### config.mk
export PLATFORM = sky130hd
export DESIGN_NAME = lza_norm_sequencer
export DESIGN_NICKNAME = d
export VERILOG_FILES = /design/src/rtl/lza_norm_sequencer.sv
export SDC_FILE = /design/constraint.sdc
export NUM_CORES = 1
export LEC_CHECK = 0
export ABC_AREA = 0
export BUFFER_PORTS_ARGS = -buffer_cell sky130_fd_sc_hd__buf_2
export CAP_MARGIN = 5
export CORE_MARGIN = 4
export CORE_UTILIZATION = 51
export CTS_CLUSTER_SIZE = 20
export DETAILED_ROUTE_END_ITERATION = 10
export PLACE_DENSITY = 0.77
export SLEW_MARGIN = 20
export SYNTH_ARGS = -nofsm -noshare
export SYNTH_HDL_FRONTEND = slang
export SYNTH_SLANG_ARGS = --single-unit
### constraint.sdc
create_clock -name clk -period 4 [get_ports clk]
set_input_delay 0.2 -clock clk [delete_from_list [all_inputs] [get_ports clk]]
set_output_delay 0.2 -clock clk [all_outputs]
set_load 0.1 [all_outputs]
### src/rtl/lza_norm_sequencer.sv
// rtl/lza_norm_sequencer.sv - LZA-guided multi-cycle mantissa normalizer
module lza_norm_sequencer #(
    parameter int WIDTH      = 27,
    parameter int EXP_W      = 8,
    parameter int SHIFT_STEP = 8
) (
    input  logic             clk,
    input  logic             rst,
    input  logic             in_valid,
    output logic             in_ready,
    input  logic [WIDTH-1:0] mant_in,
    input  logic [EXP_W-1:0] exp_in,
    input  logic [WIDTH-1:0] lza_in,
    output logic             out_valid,
    input  logic             out_ready,
    output logic [WIDTH-1:0] mant_out,
    output logic [EXP_W-1:0] exp_out,
    output logic             zero_out,
    output logic             underflow,
    output logic             corrected
);
    localparam int CW = $clog2(WIDTH);

    typedef enum logic [2:0] {IDLE, ENCODE, SHIFT, CORRECT, DONE} state_t;

    state_t           state_q, state_d;
    logic [WIDTH-1:0] mant_q, mant_d, lza_q, lza_d;
    logic [EXP_W-1:0] exp_q, exp_d;
    logic [CW-1:0]    rem_q, rem_d;
    logic             zero_q, zero_d, uf_q, uf_d, corr_q, corr_d;

    logic [CW-1:0]    lead, lz, s, k;
    logic [EXP_W-1:0] exp_m1;

    // Lowest-to-highest scan so the highest set LZA bit wins.
    always_comb begin
        lead = '0;
        for (int i = 0; i < WIDTH; i++) begin
            if (lza_q[i]) lead = CW'(i);
        end
    end

    // Shift is capped at exp-1 so the exponent bottoms out at 1, never 0.
    always_comb begin
        lz     = CW'(WIDTH - 1) - lead;
        exp_m1 = exp_q - EXP_W'(1);
        if (exp_q == '0)
            s = '0;
        else if (exp_m1 < EXP_W'(lz))
            s = CW'(exp_m1);
        else
            s = lz;
        k = (rem_q > CW'(SHIFT_STEP)) ? CW'(SHIFT_STEP) : rem_q;
    end

    always_comb begin
        state_d = state_q;
        mant_d  = mant_q;
        lza_d   = lza_q;
        exp_d   = exp_q;
        rem_d   = rem_q;
        zero_d  = zero_q;
        uf_d    = uf_q;
        corr_d  = corr_q;
        case (state_q)
            IDLE: begin
                if (in_valid) begin
                    mant_d  = mant_in;
                    exp_d   = exp_in;
                    lza_d   = lza_in;
                    rem_d   = '0;
                    zero_d  = 1'b0;
                    uf_d    = 1'b0;
                    corr_d  = 1'b0;
                    state_d = ENCODE;
                end
            end
            ENCODE: begin
                if (mant_q == '0 || lza_q == '0) begin
                    mant_d  = '0;
                    exp_d   = '0;
                    zero_d  = 1'b1;
                    state_d = DONE;
                end else begin
                    uf_d    = (s < lz);
                    rem_d   = s;
                    state_d = (s != '0) ? SHIFT : CORRECT;
                end
            end
            SHIFT: begin
                mant_d = mant_q << k;
                exp_d  = exp_q - EXP_W'(k);
                rem_d  = rem_q - k;
                if (rem_q == k) state_d = CORRECT;
            end
            CORRECT: begin
                if (!mant_q[WIDTH-1]) begin
                    if (mant_q != '0 && exp_q > EXP_W'(1)) begin
                        mant_d = mant_q << 1;
                        exp_d  = exp_q - EXP_W'(1);
                        corr_d = 1'b1;
                    end else if (exp_q <= EXP_W'(1)) begin
                        uf_d = 1'b1;
                    end
                end
                state_d = DONE;
            end
            DONE: begin
                if (out_ready) begin
                    zero_d  = 1'b0;
                    uf_d    = 1'b0;
                    corr_d  = 1'b0;
                    state_d = IDLE;
                end
            end
            default: state_d = IDLE;
        endcase
    end

    always_ff @(posedge clk or posedge rst) begin
        if (rst) begin
            state_q <= IDLE;
            mant_q  <= '0;
            lza_q   <= '0;
            exp_q   <= '0;
            rem_q   <= '0;
            zero_q  <= 1'b0;
            uf_q    <= 1'b0;
            corr_q  <= 1'b0;
        end else begin
            state_q <= state_d;
            mant_q  <= mant_d;
            lza_q   <= lza_d;
            exp_q   <= exp_d;
            rem_q   <= rem_d;
            zero_q  <= zero_d;
            uf_q    <= uf_d;
            corr_q  <= corr_d;
        end
    end

    assign in_ready  = (state_q == IDLE);
    assign out_valid = (state_q == DONE);
    assign mant_out  = mant_q;
    assign exp_out   = exp_q;
    assign zero_out  = zero_q;
    assign underflow = uf_q;
    assign corrected = corr_q;
endmodule

==> results of run 1 <==
## cell families (layout without fill, tap and decap cells)
group,Yosys count,in the layout,share of synthesized area [%]
fa+ha+maj,14,14,3.30
flops,73,73,33.0
buf+inv,55,155,3.88
xor+xnor,8,8,1.60
simple gates,175,175,16.1
compound gates,181,181,23.4
mux,99,99,18.7
other cells,1,2,0.0677
## layer usage
layer	GRT usage (%)	share of wire, %	vias up
met1	35.5	43	2574
met3	5.01	8.2	42
met4	10.3	2.5	0
met5	0	0	-
met2	41.0	46	293
li1	-	-	2520
## worst max path at each step
| stage | to | slack (ps) |
|---|---|---|
| floorplan | lza_q[10] | 90 |
| global placement | underflow | 290 |
| detailed placement | underflow | 130 |
| CTS | underflow | 100 |
| global route | underflow | 6 |
| finish | underflow | 230 |
## flip-flops by register name (all words and copies together), names as in the netlist
name	cells
lza_q	27
mant_out	27
exp_out	8
rem_q	5
state_q	3
corrected	1
underflow	1
zero_out	1
## layout make-up
type,count,area share (%)
clock buffers,10,2.13
clock inverters,6,1.12
inverters,19,1.10
multi-input cells,479,54.8
flip-flops and latches,73,28.3
well taps,136,2.64
repair buffers,120,9.92
## per-stage QoR
| step | util, % | setup WS [ps] |
|---|---|---|
| 6_report | 61.7 | 226 |
| 5_1_grt | 61.7 | 5.73 |
| 4_1_cts | 61.5 | 101 |
| 3_5_place_dp | 59.4 | 127 |
| 3_3_place_gp | 59.4 | 291 |
| 2_1_floorplan | - | 89.7 |
## cells in the final DEF (no fill, tap or decap), types with 4 or more instances in the layout
cell type,Yosys,routed
buf_2,7,105
dfrtp_1,73,72
mux2i_1,61,61
nand2_1,58,58
o21ai_0,45,45
nor2_1,38,38
mux2_2,38,38
a21oi_1,37,37
a222oi_1,23,23
inv_1,18,17
nor3_1,16,15
nor4_1,15,14
buf_4,0,14
ha_1,13,13
a21o_1,10,10
clkbuf_8,0,10
o211ai_1,8,8
nand3_1,7,7
nor2b_1,7,7
a31oi_1,7,7
a22oi_1,6,5
o31ai_1,5,5
a221oi_1,5,5
or3_1,4,4
nand2b_1,4,4
xor2_1,4,4
o22ai_1,4,4
## timing repair
item | 4_1_cts | 5_1_grt
hold endpoints to repair | 32 | 0
setup endpoints to repair | 0 | 3
hold buffers | 1 | 0
resized for setup | 0 | 5
## cell usage after synthesis (all sizes together) (2+ instances only)
library cell / n
o211a: 2
or4: 3
clkbuf: 27
a221o: 3
o21bai: 2
a31oi: 8
or2: 2
xnor2: 4
o21ai: 47
xor2: 4
a32oi: 3
a221oi: 5
o31ai: 5
or3: 4
nand2b: 5
mux2: 38
a21oi: 37
a2111oi: 2
a22oi: 7
dfrtp: 73
a222oi: 23
nor2b: 7
o22ai: 4
and2: 4
nand4b: 2
buf: 9
inv: 19
nor2: 39
mux2i: 61
o211ai: 10
and3: 2
nor3: 16
ha: 13
nand2: 58
nor3b: 4
nor4: 18
o311ai: 3
a21o: 10
nand3: 7
==> metrics.md, run 1 <==
| Metric | Value |
|---|---|
| Syn Inst Count | `606` |
| Routed wire length per instance | `19.3 um` |
| Setup CP Type | `reg -> reg` |
| Crit path time final | `3770 ps` |
| Ant. Diodes | `0` |
| Top cell family by delay on the critical path | `compound AO/OA/AOI/OAI gates` |
| Reg2reg start | `lza_q[16]` |
| Critical path fanouts, max | `6` |
| Post-synth EDFFs | `0` |
| Synth Warn # | `0` |
| CTS tree | `built` |
| Multi-input logic area | `3530 sq um` |
| Gp weighted congestion | `0.948` |
| Pin count of the biggest net entering global routing | `60` |
| Critical Path RT | `4270 ps` |
| Syn avg cell area | `9.14 sq um` |
| Worst Reg-to-Reg Cells | `18` |
| CTS Root Buffer Type | `clkbuf_8` |
| Chip height | `112 um` |
| Clk buf depth | `2` |
| Final Non-Filler Cells | `843` |
| H-tree Lvls | `3` |
| Filler instances | `883` |
| Global-route wire length before repair | `27,200 um` |
| Synth Cell Area | `5540 sq um` |
| Clock-pin slew on the worst setup and hold paths | `90 ps` |
| Critical Path Start | `lza_q[16]` |
| Yosys top cell area share | `33.0%` |
| Die W | `112 um` |
| Max-slew violations | `0` |
| Post-route DRC | `0` |
| Slew HR | `28.8%` |
| Starting Density | `53.0%` |
| Hold Path Stages | `2` |
| WHS | `25.8 ps` |
| Status | `complete, no violations` |
| Clock skew | `6.76 ps` |
| Maximum clock rate | `265 MHz` |
| Clock Sinks | `73` |
| Crit path cell chain | `or3_1 -> o211ai_2 -> o211a_1 -> nor2_1 -> inv_1 -> ha_1 -> o21ai_0 -> a22oi_2 -> ha_1 -> nand2_1 -> nor2_1 -> a22oi_2 -> o211ai_4 -> mux2i_1 -> and2_1 -> ha_1 -> o211ai_1 -> o211a_1` |
| Vias in the first global route | `5,424` |
| Clk_lat worst skew | `370 ps` |
| Placed Instance Area | `6210 sq um` |
| IO Count | `106` |
| Drt via density | `6.44` |
| Std cell rows | `37` |
| Core area | `10,500 sq um` |
| Sequential fraction of the synthesis area | `33.0%` |
| Die area | `12,600 sq um` |
| GRT overflow | `0` |
| CTS buffer count | `9` |
| Reg2reg end | `underflow` |
| Sum Neg Setup Slack | `0 ps` |
| Worst-margin pin slew | `1070 ps` |
| Layout area overhead | `16.5%` |
| Detailed Routing Iterations Pass 1 | `9` |
| Gr usage total | `26.1%` |
| Remaining antenna violation count after routing | `0` |
| Setup bufs post-CTS | `0` |
| Count of cell types in the netlist | `71` |
| Via count | `5,429` |
| FF-to-FF setup slack | `230 ps` |
| RSZ-0062 raised after global routing | `no` |
| Crit path buf inv count | `1` |
| Cells after DPL | `826` |
| Critical Path AT | `4040 ps` |
| Initial antenna violation count | `0` |
| Hold Crit Class | `in -> reg` |
| Hpwl dp | `12,100 um` |
| Design area | `6450 sq um` |
| #FFs+latches synth | `73` |
| Setup violators final | `0` |
| Startpoint types | `flip-flop` |
| Async set-reset flop share out of synthesis | `100%` |
| Crit end category | `flip-flop` |
| MaxCap Viol Count | `0` |
| Hold Crit Start | `out_ready` |
| Starting DRT DRC Count | `616` |
| Final net count | `782` |
| Crit-path slowest cell | `dfrtp_1` |
| Final Hold Vio Count | `0` |
| Critical path's most frequent cell | `ha_1` |
| Share of layout cells above drive strength 1 | `28.3%` |
| Largest area contributor in the netlist | `dfrtp_1` |
| Crit. path cell count | `18` |
| Hold endpoint | `state_q[2]` |
| Reg area | `1830 sq um` |
| Max stage delay on crit path | `470 ps` |
| Period utilization | `94.4%` |
| Final WL | `16,300 um` |
| Synth top area cells | `dfrtp_1 33%, mux2i_1 11%, mux2_2 7.7%, a222oi_1 4.2%, o21ai_0 4.1%` |
| Top_reg_cell synth | `dfrtp_1` |
| Buffers added on ports | `105` |
Power of run 1 is left out: the tool's default activity adds up to more than one toggle a clock period on the data nets, which glitch-free logic cannot reach.
==> run 2: changes to the inputs <==
- HOLD_SLACK_MARGIN: unset -> 0.05
==> run 2 against run 1 <==
Design area grew 2.6%. Final cell count up 2.0%. Flip-flop and latch count is the same. Worst setup slack improved by 11 ps. Critical path depth stayed put. Wire length up 0.86%. Highest routed layer unchanged. First-iteration DRC count rose by 5.7%. Via count increased by 1.2%. Hold slack improved by 37 ps. Critical endpoint unchanged. Core utilization is 1.6 points higher.
==> metrics.md, run 2 (synthesis results as in run 1) <==
| Metric | Value |
|---|---|
| Status | `complete, no violations` |
| Max stage delay on crit path | `470 ps (about the same)` |
| Crit end category | `flip-flop` |
| Max-slew violations | `0 (unchanged)` |
| Buffers added on ports | `105 (unchanged)` |
| Final Hold Vio Count | `0 (unchanged)` |
| Worst Reg-to-Reg Cells | `18 (unchanged)` |
| Remaining antenna violation count after routing | `0 (unchanged)` |
| Starting DRT DRC Count | `651 (+5.7%)` |
| Starting Density | `53.0% (unchanged)` |
| Crit path time final | `3760 ps (-11.1 ps)` |
| CTS Root Buffer Type | `clkbuf_8` |
| H-tree Lvls | `3 (unchanged)` |
| Critical Path RT | `4270 ps (about the same)` |
| Setup violators final | `0 (unchanged)` |
| FF-to-FF setup slack | `240 ps (about the same)` |
| Die area | `12,600 sq um (unchanged)` |
| Hold Path Stages | `2 (unchanged)` |
| CTS buffer count | `9 (unchanged)` |
| Critical path's most frequent cell | `ha_1` |
| Chip height | `112 um (unchanged)` |
| Startpoint types | `flip-flop` |
| Gp weighted congestion | `0.948 (unchanged)` |
| Period utilization | `94.1% (-0.28 points)` |
| Pin count of the biggest net entering global routing | `60 (unchanged)` |
| Detailed Routing Iterations Pass 1 | `6 (-3)` |
| Via count | `5,495 (+1.2%)` |
| GRT overflow | `0 (unchanged)` |
| Layout area overhead | `19.6%` |
| Maximum clock rate | `266 MHz (+0.29%)` |
| Drt via density | `6.39 (-0.79%)` |
| Worst-margin pin slew | `1060 ps (-7.77 ps)` |
| Critical path fanouts, max | `6 (unchanged)` |
| Hpwl dp | `12,100 um (unchanged)` |
| Sum Neg Setup Slack | `0 ps (unchanged)` |
| Clk buf depth | `2 (unchanged)` |
| Post-route DRC | `0 (unchanged)` |
| Clock-pin slew on the worst setup and hold paths | `90 ps (about the same)` |
| Global-route wire length before repair | `27,400 um (+0.69%)` |
| CTS tree | `built` |
| Hold Crit Class | `in -> reg` |
| Initial antenna violation count | `0 (unchanged)` |
| Slew HR | `29.3% (+0.52 points)` |
| Clock skew | `6.92 ps (+0.161 ps)` |
| MaxCap Viol Count | `0 (unchanged)` |
| Std cell rows | `37 (unchanged)` |
| Gr usage total | `26.2% (+0.15 points)` |
| Most frequent cells in the layout | `105 x buf_2, 72 x dfrtp_1, 61 x mux2i_1, 58 x nand2_1, 45 x o21ai_0` |
| Setup CP Type | `reg -> reg` |
| RSZ-0062 raised after global routing | `no` |
| Routed wire length per instance | `19.1 um (-1.1%)` |
| Final WL | `16,400 um (+0.86%)` |
| IO Count | `106 (unchanged)` |
| Filler instances | `861 (-2.5%)` |
| Clk_lat worst skew | `370 ps (about the same)` |
| Die W | `112 um (unchanged)` |
| Crit path cell chain | `or3_1 -> o211ai_2 -> o211a_1 -> nor2_1 -> inv_1 -> ha_1 -> o21ai_0 -> a22oi_2 -> ha_1 -> nand2_1 -> nor2_1 -> a22oi_2 -> o211ai_4 -> mux2i_1 -> and2_1 -> ha_1 -> o211ai_1 -> o211a_1` |
| Critical Path AT | `4030 ps (about the same)` |
| Core area | `10,500 sq um (unchanged)` |
| Clock Sinks | `73 (unchanged)` |
| Setup bufs post-CTS | `0 (unchanged)` |
| Share of layout cells above drive strength 1 | `27.6% (-0.66 points)` |
| Vias in the first global route | `5,471 (+0.87%)` |
| Ant. Diodes | `0 (unchanged)` |
| Commonest non-fill, non-tap cell in the layout | `buf_2` |
| Crit-path slowest cell | `dfrtp_1` |
| Final net count | `799 (+2.2%)` |
==> run 2: what timing repair did <==
| item | CTS | global route |
|---|---|---|
| hold endpoints to repair | 49 | 0 |
| setup endpoints to repair | 0 | 3 |
| hold buffers | 18 | 0 |
| gates resized for setup | 0 | 5 |
==> run 2: worst paths after layout <==
check,startpoint,to
worst max-delay path,lza_q[16],underflow
worst min-delay path,lza_in[26],lza_q[26]
worst max register to register,lza_q[16],underflow
worst min register to register,corrected,corrected
max in group asynchronous,rst,lza_q[23]
min in group asynchronous,rst,mant_out[17]
==> run 2: cell type report <==
| class | count | area, sq um | area share, % |
|---|---|---|---|
| Clock inverter | 6 | 72.6 | 1.10 |
| Tap cell | 136 | 170 | 2.57 |
| Clock buffer | 10 | 138 | 2.08 |
| Sequential cell | 73 | 1830 | 27.6 |
| Multi-Input combinational cell | 479 | 3530 | 53.4 |
| Inverter | 19 | 71.3 | 1.08 |
| Timing Repair Buffer | 137 | 811 | 12.2 |
==> run 2: worst max-delay path: cells and delay by family, from the launching register on <==
family,cells,cell delay [ps]
buffers and inverters,1,90
adder cells (fa/ha/maj),3,760
multiplexers,1,150
AND/OR/NAND/NOR,5,770
flip-flops,1,470
AO/OA/AOI/OAI,8,1420
==> run 2: layer usage <==
| layer | global-route usage [%] | up-vias | part of all wire, % |
|---|---|---|---|
| li1 | - | 2542 | - |
| met1 | 35.5 | 2633 | 43 |
| met2 | 41.6 | 274 | 47 |
| met3 | 4.96 | 46 | 7.6 |
| met4 | 10.3 | 0 | 2.5 |
| met5 | 0 | - | 0 |
==> run 2: stage by stage <==
stage	util, %	hold WS (ps)	instances	area [sq um]	worst slack [ps]
finish	63.3	63.1	860	6630	237
global route	63.3	56.9	860	6630	2.12
CTS	63.1	51.0	860	6600	101
detailed placement	59.4	371	826	6210	127
global placement	59.4	367	826	6210	291
floorplan	-	289	607	5550	89.7
Power of run 2 is left out for the same reason.
